### config.mk
export PLATFORM = sky130hd
export DESIGN_NAME = serial_frame_deserializer_flat
export DESIGN_NICKNAME = d
export VERILOG_FILES = /design/src/rtl/serial_frame_deserializer_pkg.sv /design/src/rtl/serial_frame_deserializer_if.sv /design/src/rtl/serial_frame_deserializer_sync_detector.sv /design/src/rtl/serial_frame_deserializer.sv /design/src/flat_wrapper.sv
export SDC_FILE = /design/constraint.sdc
export NUM_CORES = 1
export LEC_CHECK = 0
export ABC_CLOCK_PERIOD_IN_PS = 3000
export BUFFER_PORTS_ARGS = -buffer_cell sky130_fd_sc_hd__buf_4
export CAP_MARGIN = 20
export CORE_MARGIN = 10
export CORE_UTILIZATION = 32
export DETAILED_ROUTE_END_ITERATION = 8
export PLACE_DENSITY = 0.55
export SLEW_MARGIN = 20
export SYNTH_ARGS = -nofsm -noshare
export SYNTH_HDL_FRONTEND = slang
export SYNTH_HIERARCHICAL = 1
export SYNTH_SLANG_ARGS = --single-unit
### constraint.sdc
create_clock -name clk -period 3 [get_ports clk]
set_input_delay 0.6 -clock clk [delete_from_list [all_inputs] [get_ports clk]]
set_output_delay 0.6 -clock clk [all_outputs]
set_load 0.1 [all_outputs]
### src/rtl/serial_frame_deserializer_pkg.sv
// Shared types and default framing constants for the serial frame deserializer
// and the upstream delay-line bench.
package serial_frame_deserializer_pkg;

  typedef enum logic {
    HUNT    = 1'b0,
    COLLECT = 1'b1
  } state_e;

  localparam int unsigned DEFAULT_WIDTH    = 8;
  localparam int unsigned DEFAULT_SYNC_LEN = 4;
  localparam logic [DEFAULT_SYNC_LEN-1:0] DEFAULT_SYNC_PATTERN = 4'b1011;

endpackage

### src/rtl/serial_frame_deserializer_if.sv
// Serial-in / parallel-word-out bundle; master is the deserializer, slave the
// side that feeds bits and consumes words.
interface serial_frame_deserializer_if
  import serial_frame_deserializer_pkg::*;
#(
  parameter int unsigned WIDTH = DEFAULT_WIDTH
);

  logic             din;
  logic [WIDTH-1:0] dout;
  logic             dout_valid;
  logic             dout_ready;
  logic             busy;
  logic             overrun;

  modport master (
    input  din, dout_ready,
    output dout, dout_valid, busy, overrun
  );

  modport slave (
    output din, dout_ready,
    input  dout, dout_valid, busy, overrun
  );

endinterface

### src/rtl/serial_frame_deserializer_sync_detector.sv
// Sliding window over the serial stream; flags the edge at which the window
// (including the bit being sampled) equals the sync pattern.
module serial_frame_deserializer_sync_detector
  import serial_frame_deserializer_pkg::*;
#(
  parameter int unsigned                SYNC_LEN     = DEFAULT_SYNC_LEN,
  parameter logic [SYNC_LEN-1:0]        SYNC_PATTERN = DEFAULT_SYNC_PATTERN
) (
  input  logic clk,
  input  logic rst,
  input  logic en,
  input  logic clr,
  input  logic din,
  output logic match_c
);

  logic [SYNC_LEN-1:0] window_q;
  logic [SYNC_LEN-1:0] window_next_c;

  assign window_next_c = {window_q[SYNC_LEN-2:0], din};
  assign match_c       = en && (window_next_c == SYNC_PATTERN);

  // Clear wins over enable so a finished frame always restarts from an empty window.
  always_ff @(posedge clk or posedge rst) begin
    if (rst) begin
      window_q <= '0;
    end else if (clr) begin
      window_q <= '0;
    end else if (en) begin
      window_q <= window_next_c;
    end
  end

endmodule

### src/rtl/serial_frame_deserializer.sv
// Hunts for a sync pattern on the delayed serial bit, collects WIDTH data bits
// and hands the word out through a single-entry valid/ready slot.
module serial_frame_deserializer
  import serial_frame_deserializer_pkg::*;
#(
  parameter int unsigned         WIDTH        = DEFAULT_WIDTH,
  parameter int unsigned         SYNC_LEN     = DEFAULT_SYNC_LEN,
  parameter logic [SYNC_LEN-1:0] SYNC_PATTERN = DEFAULT_SYNC_PATTERN,
  parameter bit                  MSB_FIRST    = 1'b1
) (
  input logic                          clk,
  input logic                          rst,
  serial_frame_deserializer_if.master  bus
);

  localparam int unsigned CNT_W = (WIDTH > 1) ? $clog2(WIDTH) : 1;
  localparam logic [CNT_W-1:0] LAST_CNT = CNT_W'(WIDTH - 1);

  state_e             state_q, state_d;
  logic [CNT_W-1:0]   cnt_q, cnt_d;
  logic [WIDTH-1:0]   shreg_q, shreg_d;
  logic [WIDTH-1:0]   dout_q, dout_d;
  logic               valid_q, valid_d;
  logic               overrun_q, overrun_d;
  logic               busy_q;

  logic               win_en_c;
  logic               win_clr_c;
  logic               match_c;
  logic               slot_free_c;
  logic [WIDTH-1:0]   word_c;

  serial_frame_deserializer_sync_detector #(
    .SYNC_LEN     (SYNC_LEN),
    .SYNC_PATTERN (SYNC_PATTERN)
  ) u_sync (
    .clk     (clk),
    .rst     (rst),
    .en      (win_en_c),
    .clr     (win_clr_c),
    .din     (bus.din),
    .match_c (match_c)
  );

  always_ff @(posedge clk or posedge rst) begin
    if (rst) begin
      state_q   <= HUNT;
      cnt_q     <= '0;
      shreg_q   <= '0;
      dout_q    <= '0;
      valid_q   <= 1'b0;
      overrun_q <= 1'b0;
      busy_q    <= 1'b0;
    end else begin
      state_q   <= state_d;
      cnt_q     <= cnt_d;
      shreg_q   <= shreg_d;
      dout_q    <= dout_d;
      valid_q   <= valid_d;
      overrun_q <= overrun_d;
      busy_q    <= (state_d == COLLECT);
    end
  end

  // Next state, shift path and output slot.
  always_comb begin
    state_d     = state_q;
    cnt_d       = cnt_q;
    shreg_d     = shreg_q;
    dout_d      = dout_q;
    valid_d     = valid_q;
    overrun_d   = 1'b0;
    win_en_c    = 1'b0;
    win_clr_c   = 1'b0;
    slot_free_c = !valid_q || bus.dout_ready;

    if (MSB_FIRST) begin
      word_c = {shreg_q[WIDTH-2:0], bus.din};
    end else begin
      word_c = {bus.din, shreg_q[WIDTH-1:1]};
    end

    // An accept frees the slot; a same-edge completion below reloads it.
    if (valid_q && bus.dout_ready) begin
      valid_d = 1'b0;
    end

    case (state_q)
      HUNT: begin
        win_en_c = 1'b1;
        if (match_c) begin
          state_d = COLLECT;
          cnt_d   = '0;
        end
      end
      COLLECT: begin
        shreg_d = word_c;
        if (cnt_q == LAST_CNT) begin
          state_d   = HUNT;
          cnt_d     = '0;
          win_clr_c = 1'b1;
          if (slot_free_c) begin
            dout_d  = word_c;
            valid_d = 1'b1;
          end else begin
            overrun_d = 1'b1;
          end
        end else begin
          cnt_d = cnt_q + CNT_W'(1);
        end
      end
      default: begin
        state_d = HUNT;
        cnt_d   = '0;
      end
    endcase
  end

  assign bus.dout       = dout_q;
  assign bus.dout_valid = valid_q;
  assign bus.busy       = busy_q;
  assign bus.overrun    = overrun_q;

endmodule
### src/flat_wrapper.sv
// flat-port wrapper written by rule: the top's interface ports become plain ports
module serial_frame_deserializer_flat import serial_frame_deserializer_pkg::*;
#(
  parameter int unsigned         WIDTH        = DEFAULT_WIDTH,
  parameter int unsigned         SYNC_LEN     = DEFAULT_SYNC_LEN,
  parameter logic [SYNC_LEN-1:0] SYNC_PATTERN = DEFAULT_SYNC_PATTERN,
  parameter bit                  MSB_FIRST    = 1'b1
)
  (clk, rst, bus_din, bus_dout_ready, bus_dout, bus_dout_valid, bus_busy, bus_overrun);
  serial_frame_deserializer_if #(.WIDTH(WIDTH)) bus_i ();
  input logic clk;
  input logic rst;
  input wire logic [$bits(bus_i.din)-1:0] bus_din;
  input wire logic [$bits(bus_i.dout_ready)-1:0] bus_dout_ready;
  output wire logic [$bits(bus_i.dout)-1:0] bus_dout;
  output wire logic [$bits(bus_i.dout_valid)-1:0] bus_dout_valid;
  output wire logic [$bits(bus_i.busy)-1:0] bus_busy;
  output wire logic [$bits(bus_i.overrun)-1:0] bus_overrun;
  assign bus_i.din = bus_din;
  assign bus_i.dout_ready = bus_dout_ready;
  assign bus_dout = bus_i.dout;
  assign bus_dout_valid = bus_i.dout_valid;
  assign bus_busy = bus_i.busy;
  assign bus_overrun = bus_i.overrun;
  serial_frame_deserializer #(.WIDTH(WIDTH), .SYNC_LEN(SYNC_LEN), .SYNC_PATTERN(SYNC_PATTERN), .MSB_FIRST(MSB_FIRST)) u_core (.clk(clk), .rst(rst), .bus(bus_i));
endmodule
==> results.ini, run 1 <==
[status]
outcome = completed

[clock_network]
cts_tree = built
cts_made_buffers = 3
cts.path.max_buffers = 2
cts.htree.levels = 1
clock_latency_ns = 0.32
cts-resized-gates = 0
clkTransAtPathRegs_ns = 0.14
clock_sinks = 24
cts_root_buf = clkbuf_4
cts_setup_buffers = 0
hold_buffers = 0

[grt]
busiest_layer = met2
grt_first_pass_wirelength_um = 2790
met3_usage = 0.0326
use_met2 = 0.0934
grt.overflow.total = 0
grt_max_degree = 22
antenna_found_initial = 0
grt_pass1_vias = 601
grt_util_all_layers = 0.0638
use_met1 = 0.0775

[synthesis]
synth_top_family_by_area = multiplexers
postSynthCellCount = 69
yosysWarnings = 6
synth-compound-area-share = 0.0213
synthSimpleGateAreaFrac = 0.0801
synth-seq-area-share = 0.601
synth_top_area_frac = 0.601
yosysTopAreaCell = dfrtp_1
ys_top_cells_by_area = dfrtp_1 60%, mux2_4 12%, mux2_2 7.9%
synth_adder_area_share = 0.0375
ys_ff_latch = 24
netlist_area_um2 = 1000
synthXorXnorAreaFrac = 0
syn_nets = 76
avgSynthCellArea_um2 = 14.5
synthDistinctLibCells = 17
synthMuxAreaShare = 0.229

[final_layout]
diodes = 0
instances_no_fill = 129
layout-drive-gt1-share = 0.412
layout.nets = 93
fillers = 291
syn_to_final_growth_pct = 19.6

[setup_path]
arrival_ns = 1.36
crit_path_start_kind = flop
path_max_fanout = 14
worst-setup-path-type = flop to output port
cp_data_required_time_ns = 2.40
critPathTopFamily = flip-flops
cp_slowest_stage_delay_ns = 0.66
slowest_stage = dfrtp_1
crit_path_end_kind = output port
cp_num_buf_inv = 1
crit_chain = buf_4

[timing]
slew_violations = 0
skew_ns = 0.0164
rsz0062_at_grt = false
fmax_mhz = 510
fin_crit_ns = 1.96
maxSlewHeadroom = 0.475
finalSetupTns_ns = 0
final_hold_viol_count = 0
setup_viol = 0
min_period_over_period = 0.653
whs_ns = 0.151
tightest_slew_ns = 0.787

[routing]
vias_per_cell = 4.24
antenna_left = 0
vias = 547
route.detailed.drc = 0
wl_per_cell_um = 12.4
drt_iter0_markers = 20
drt-total-wl_um = 1610
first_pass_iters = 4

[die]
die_y_um = 75.9
dieArea_mm2 = 0.00576
initial_utilization = 0.330
coreArea_mm2 = 0.00303
dieWidth_um = 75.9
rows = 20
ioPinCount = 15

[placement]
port_buffers = 14
hpwl_um = 1220
place_inst = 125
place_congestion = 0.747

[hold_path]
hp-class = input pin to asynchronous set/reset pin

[job]
drv_cap = 0

==> worst paths after layout <==
check / start / to / slack (ns) / depth (start not counted)
setup reg to reg: u_core/cnt_q[0] / u_core/bus.dout[1] / 1.47 / 4
min in group clk: u_core/cnt_q[0] / u_core/cnt_q[0] / 0.51 / 1
hold reg to reg: u_core/cnt_q[0] / u_core/cnt_q[0] / 0.51 / 1
setup / recovery: u_core/bus.busy / bus_busy / 1.04 / 1
max in group asynchronous: rst / u_core/bus.dout[1] / 2.08 / 2
hold / removal: rst / u_core/u_sync/window_q[1] / 0.15 / 2
==> logic make-up (layout without fill, tap and decap cells) <==
| kind of cell | count (synthesis) | in the layout |
|---|---|---|
| flip-flops | 24 | 24 |
| adder cells (fa/ha/maj) | 3 | 3 |
| AO/OA/AOI/OAI | 3 | 3 |
| multiplexers | 18 | 18 |
| AND/OR/NAND/NOR | 15 | 15 |
| buffers and inverters | 6 | 22 |
==> synth_stat cells (all sizes together) <==
library cell,number
a22o,1
and3,1
buf,2
dfrtp,24
ha,3
inv,4
mux2,15
mux2i,3
nand2,4
nand2b,1
nand3b,1
nand4,1
nor2,7
o21ai,1
o31ai,1
==> registers in the layout (all words and copies together) (netlist names) <==
name	count
u_core/bus.dout	8
u_core/shreg_q	7
u_core/cnt_q	3
u_core/u_sync/window_q	3
u_core/bus.busy	1
u_core/bus.dout_valid	1
u_core/bus.overrun	1
==> layout make-up <==
class                           count  area (µm²)  share of cell area
Tap cell                           44        55.1              0.0460
Multi-Input combinational cell     39         368               0.308
Timing Repair Buffer               14         105              0.0879
Inverter                            4        15.0              0.0126
Clock inverter                      1        30.0              0.0251
Sequential cell                    24         601               0.502
Clock buffer                        3        22.5              0.0188
==> layer usage <==
| metal | wire length [µm] | up-vias |
|---|---|---|
| met2 | 678 | 16 |
| met3 | 152 | 2 |
| met5 | 0 | - |
| met4 | 29 | 0 |
| met1 | 747 | 265 |
| li1 | - | 264 |
==> cells in the final DEF (no fill, tap or decap), types with 3 or more instances in the layout <==
| master | Yosys | layout |
|---|---|---|
| nor2_1 | 7 | 7 |
| ha_1 | 3 | 3 |
| mux2i_1 | 3 | 3 |
| nand2_1 | 4 | 4 |
| mux2_2 | 7 | 7 |
| clkbuf_4 | 0 | 3 |
| dfrtp_1 | 24 | 24 |
| buf_4 | 0 | 14 |
| inv_1 | 4 | 4 |
| mux2_4 | 8 | 8 |
==> metrics by stage <==
step                setup WS [ns]  cell area [µm²]  utilization
floorplan                    1.07             1000            -
global placement             1.41             1140        0.378
detailed placement           1.40             1140        0.378
CTS                          1.01             1200        0.395
global route                0.943             1200        0.395
finish                       1.04             1200        0.395
Power of run 1 is not shown: default switching activity piles up to over one toggle a cycle in this logic, so the estimate is an artifact.
==> run 2: changes to the inputs <==
- ABC_CLOCK_PERIOD_IN_PS: 3000 -> 1900
- clock period: 3 -> 1.9 ns (I/O delays scaled with it)
==> run 2 against run 1 <==
Worst hold slack better by 0.17 ns. Routed wire length up 4.8%. Clock skew shrank 0.0067 ns.
==> results.ini, run 2 (synthesis gave the netlist of run 1 again) <==
[hold_path]
hp-class = input pin to flop
min_to = u_core/bus.overrun
hold_depth = 3
min_from = bus_dout_ready

[final_layout]
final_cell_mix = 23 x dfrtp_1, 15 x buf_4, 8 x mux2_4
layout.nets = 95  ; +2.2%
final_common_cell = dfrtp_1
largest_reg_flops = 8  ; unchanged
layout-drive-gt1-share = 0.425  ; +0.0135
diodes = 0  ; unchanged
syn_to_final_growth_pct = 21.5

[grt]
grt.overflow.total = 0  ; unchanged
grt_first_pass_wirelength_um = 2640  ; -5.2%
antenna_found_initial = 0  ; unchanged
grt_pass1_vias = 547  ; -9.0%
grt_util_all_layers = 0.0614  ; -0.00237
grt_max_degree = 15  ; -32%

[clock_network]
cts.htree.levels = 1  ; unchanged
clkTransAtPathRegs_ns = 0.13  ; about the same
cts_made_buffers = 3  ; unchanged
clock_sinks = 24  ; unchanged
cts_tree = built
cts.path.max_buffers = 2  ; unchanged
clock_latency_ns = 0.31  ; about the same
cts_setup_buffers = 0  ; unchanged
cts_root_buf = clkbuf_4

[setup_path]
path_max_fanout = 14  ; unchanged
crit_chain = buf_4
cp_data_required_time_ns = 1.52  ; -0.88 ns
worst-path-stages = 1  ; unchanged
worst-r2r-setup-slack_ns = 0.39  ; -1.08 ns
cp_num_buf_inv = 1  ; unchanged
timing.rr.end = u_core/bus.dout[0]
r2r-start = u_core/cnt_q[0]
reg2reg_depth = 4  ; unchanged
cp_slowest_stage_delay_ns = 0.56  ; -0.10 ns
crit_path_start_kind = flop
crit_path_end_kind = output port
worst-setup-path-type = flop to output port
arrival_ns = 1.22  ; -0.14 ns
critPathTopFamily = flip-flops
slowest_stage = dfrtp_2

[timing]
tightest_slew_ns = 0.458  ; -0.329 ns
finalSetupTns_ns = 0  ; unchanged
min_period_over_period = 0.842
final_hold_viol_count = 0  ; unchanged
skew_ns = 0.00971  ; -0.00671 ns
setup_viol = 0  ; unchanged
maxSlewHeadroom = 0.694  ; +0.220
setup_slack_ns = 0.300  ; -0.740 ns
slew_violations = 0  ; unchanged
fin_crit_ns = 1.60
whs_ns = 0.323  ; +0.172 ns
fmax_mhz = 625
rsz0062_at_grt = false

[die]
ioPinCount = 15  ; unchanged
dieArea_mm2 = 0.00576  ; unchanged
initial_utilization = 0.330  ; unchanged
coreArea_mm2 = 0.00303  ; unchanged
die_y_um = 75.9  ; unchanged
rows = 20  ; unchanged
dieWidth_um = 75.9  ; unchanged

[routing]
wl_per_cell_um = 12.8  ; +3.2%
vias = 566  ; +3.5%
antenna_left = 0  ; unchanged
drt_iter0_markers = 26  ; +30%
vias_per_cell = 4.32  ; +1.9%
drt-total-wl_um = 1680  ; +4.8%
first_pass_iters = 3  ; -1
route.detailed.drc = 0  ; unchanged

[status]
outcome = completed

[placement]
dp_slack_ns = 0.411  ; -0.986 ns
port_buffers = 14  ; unchanged
place_congestion = 0.665  ; -11%
hpwl_um = 1240  ; +1.5%

[job]
drv_cap = 0  ; unchanged

-- run 2: worst max-delay path by stage --
| stage | startpoint | to | slack, ns |
|---|---|---|---|
| 2_1_floorplan | u_core/bus.dout_valid | u_core/bus.dout[0] | 0.13 |
| 3_3_place_gp | u_core/cnt_q[0] | u_core/bus.dout[2] | 0.47 |
| 3_5_place_dp | u_core/cnt_q[0] | u_core/bus.dout[2] | 0.41 |
| 4_1_cts | u_core/bus.busy | bus_busy | 0.28 |
| 5_1_grt | u_core/bus.busy | bus_busy | 0.24 |
| 6_report | u_core/bus.busy | bus_busy | 0.30 |
-- run 2: cell type report --
cell class	instances	area (µm²)
Fill cell	296	1810
Sequential cell	24	602
Multi-Input combinational cell	39	368
Timing Repair Buffer	16	123
Tap cell	44	55.1
Clock inverter	1	30.0
Clock buffer	3	22.5
Inverter	4	15.0
-- run 2: metrics by stage --
stage / area [µm²] / cells / util
2_1_floorplan: 1000 / 69 / -
3_3_place_gp: 1150 / 126 / 0.381
4_1_cts: 1210 / 131 / 0.401
3_5_place_dp: 1150 / 126 / 0.381
5_1_grt: 1210 / 131 / 0.401
6_report: 1210 / 131 / 0.401
-- run 2: repair_timing --
item	in CTS	in global routing
gates resized for setup	0	0
hold buffers	1	0
endpoints found under the hold margin	3	0
-- run 2: routing by layer --
layer / GRT usage / vias to the layer above / wire length, µm
met5: 0 / - / 0
met4: 0.0247 / 0 / 27
met3: 0.0286 / 2 / 122
met2: 0.0849 / 15 / 740
met1: 0.0800 / 278 / 794
li1: - / 271 / -
Power of run 2 is left out for the same reason.
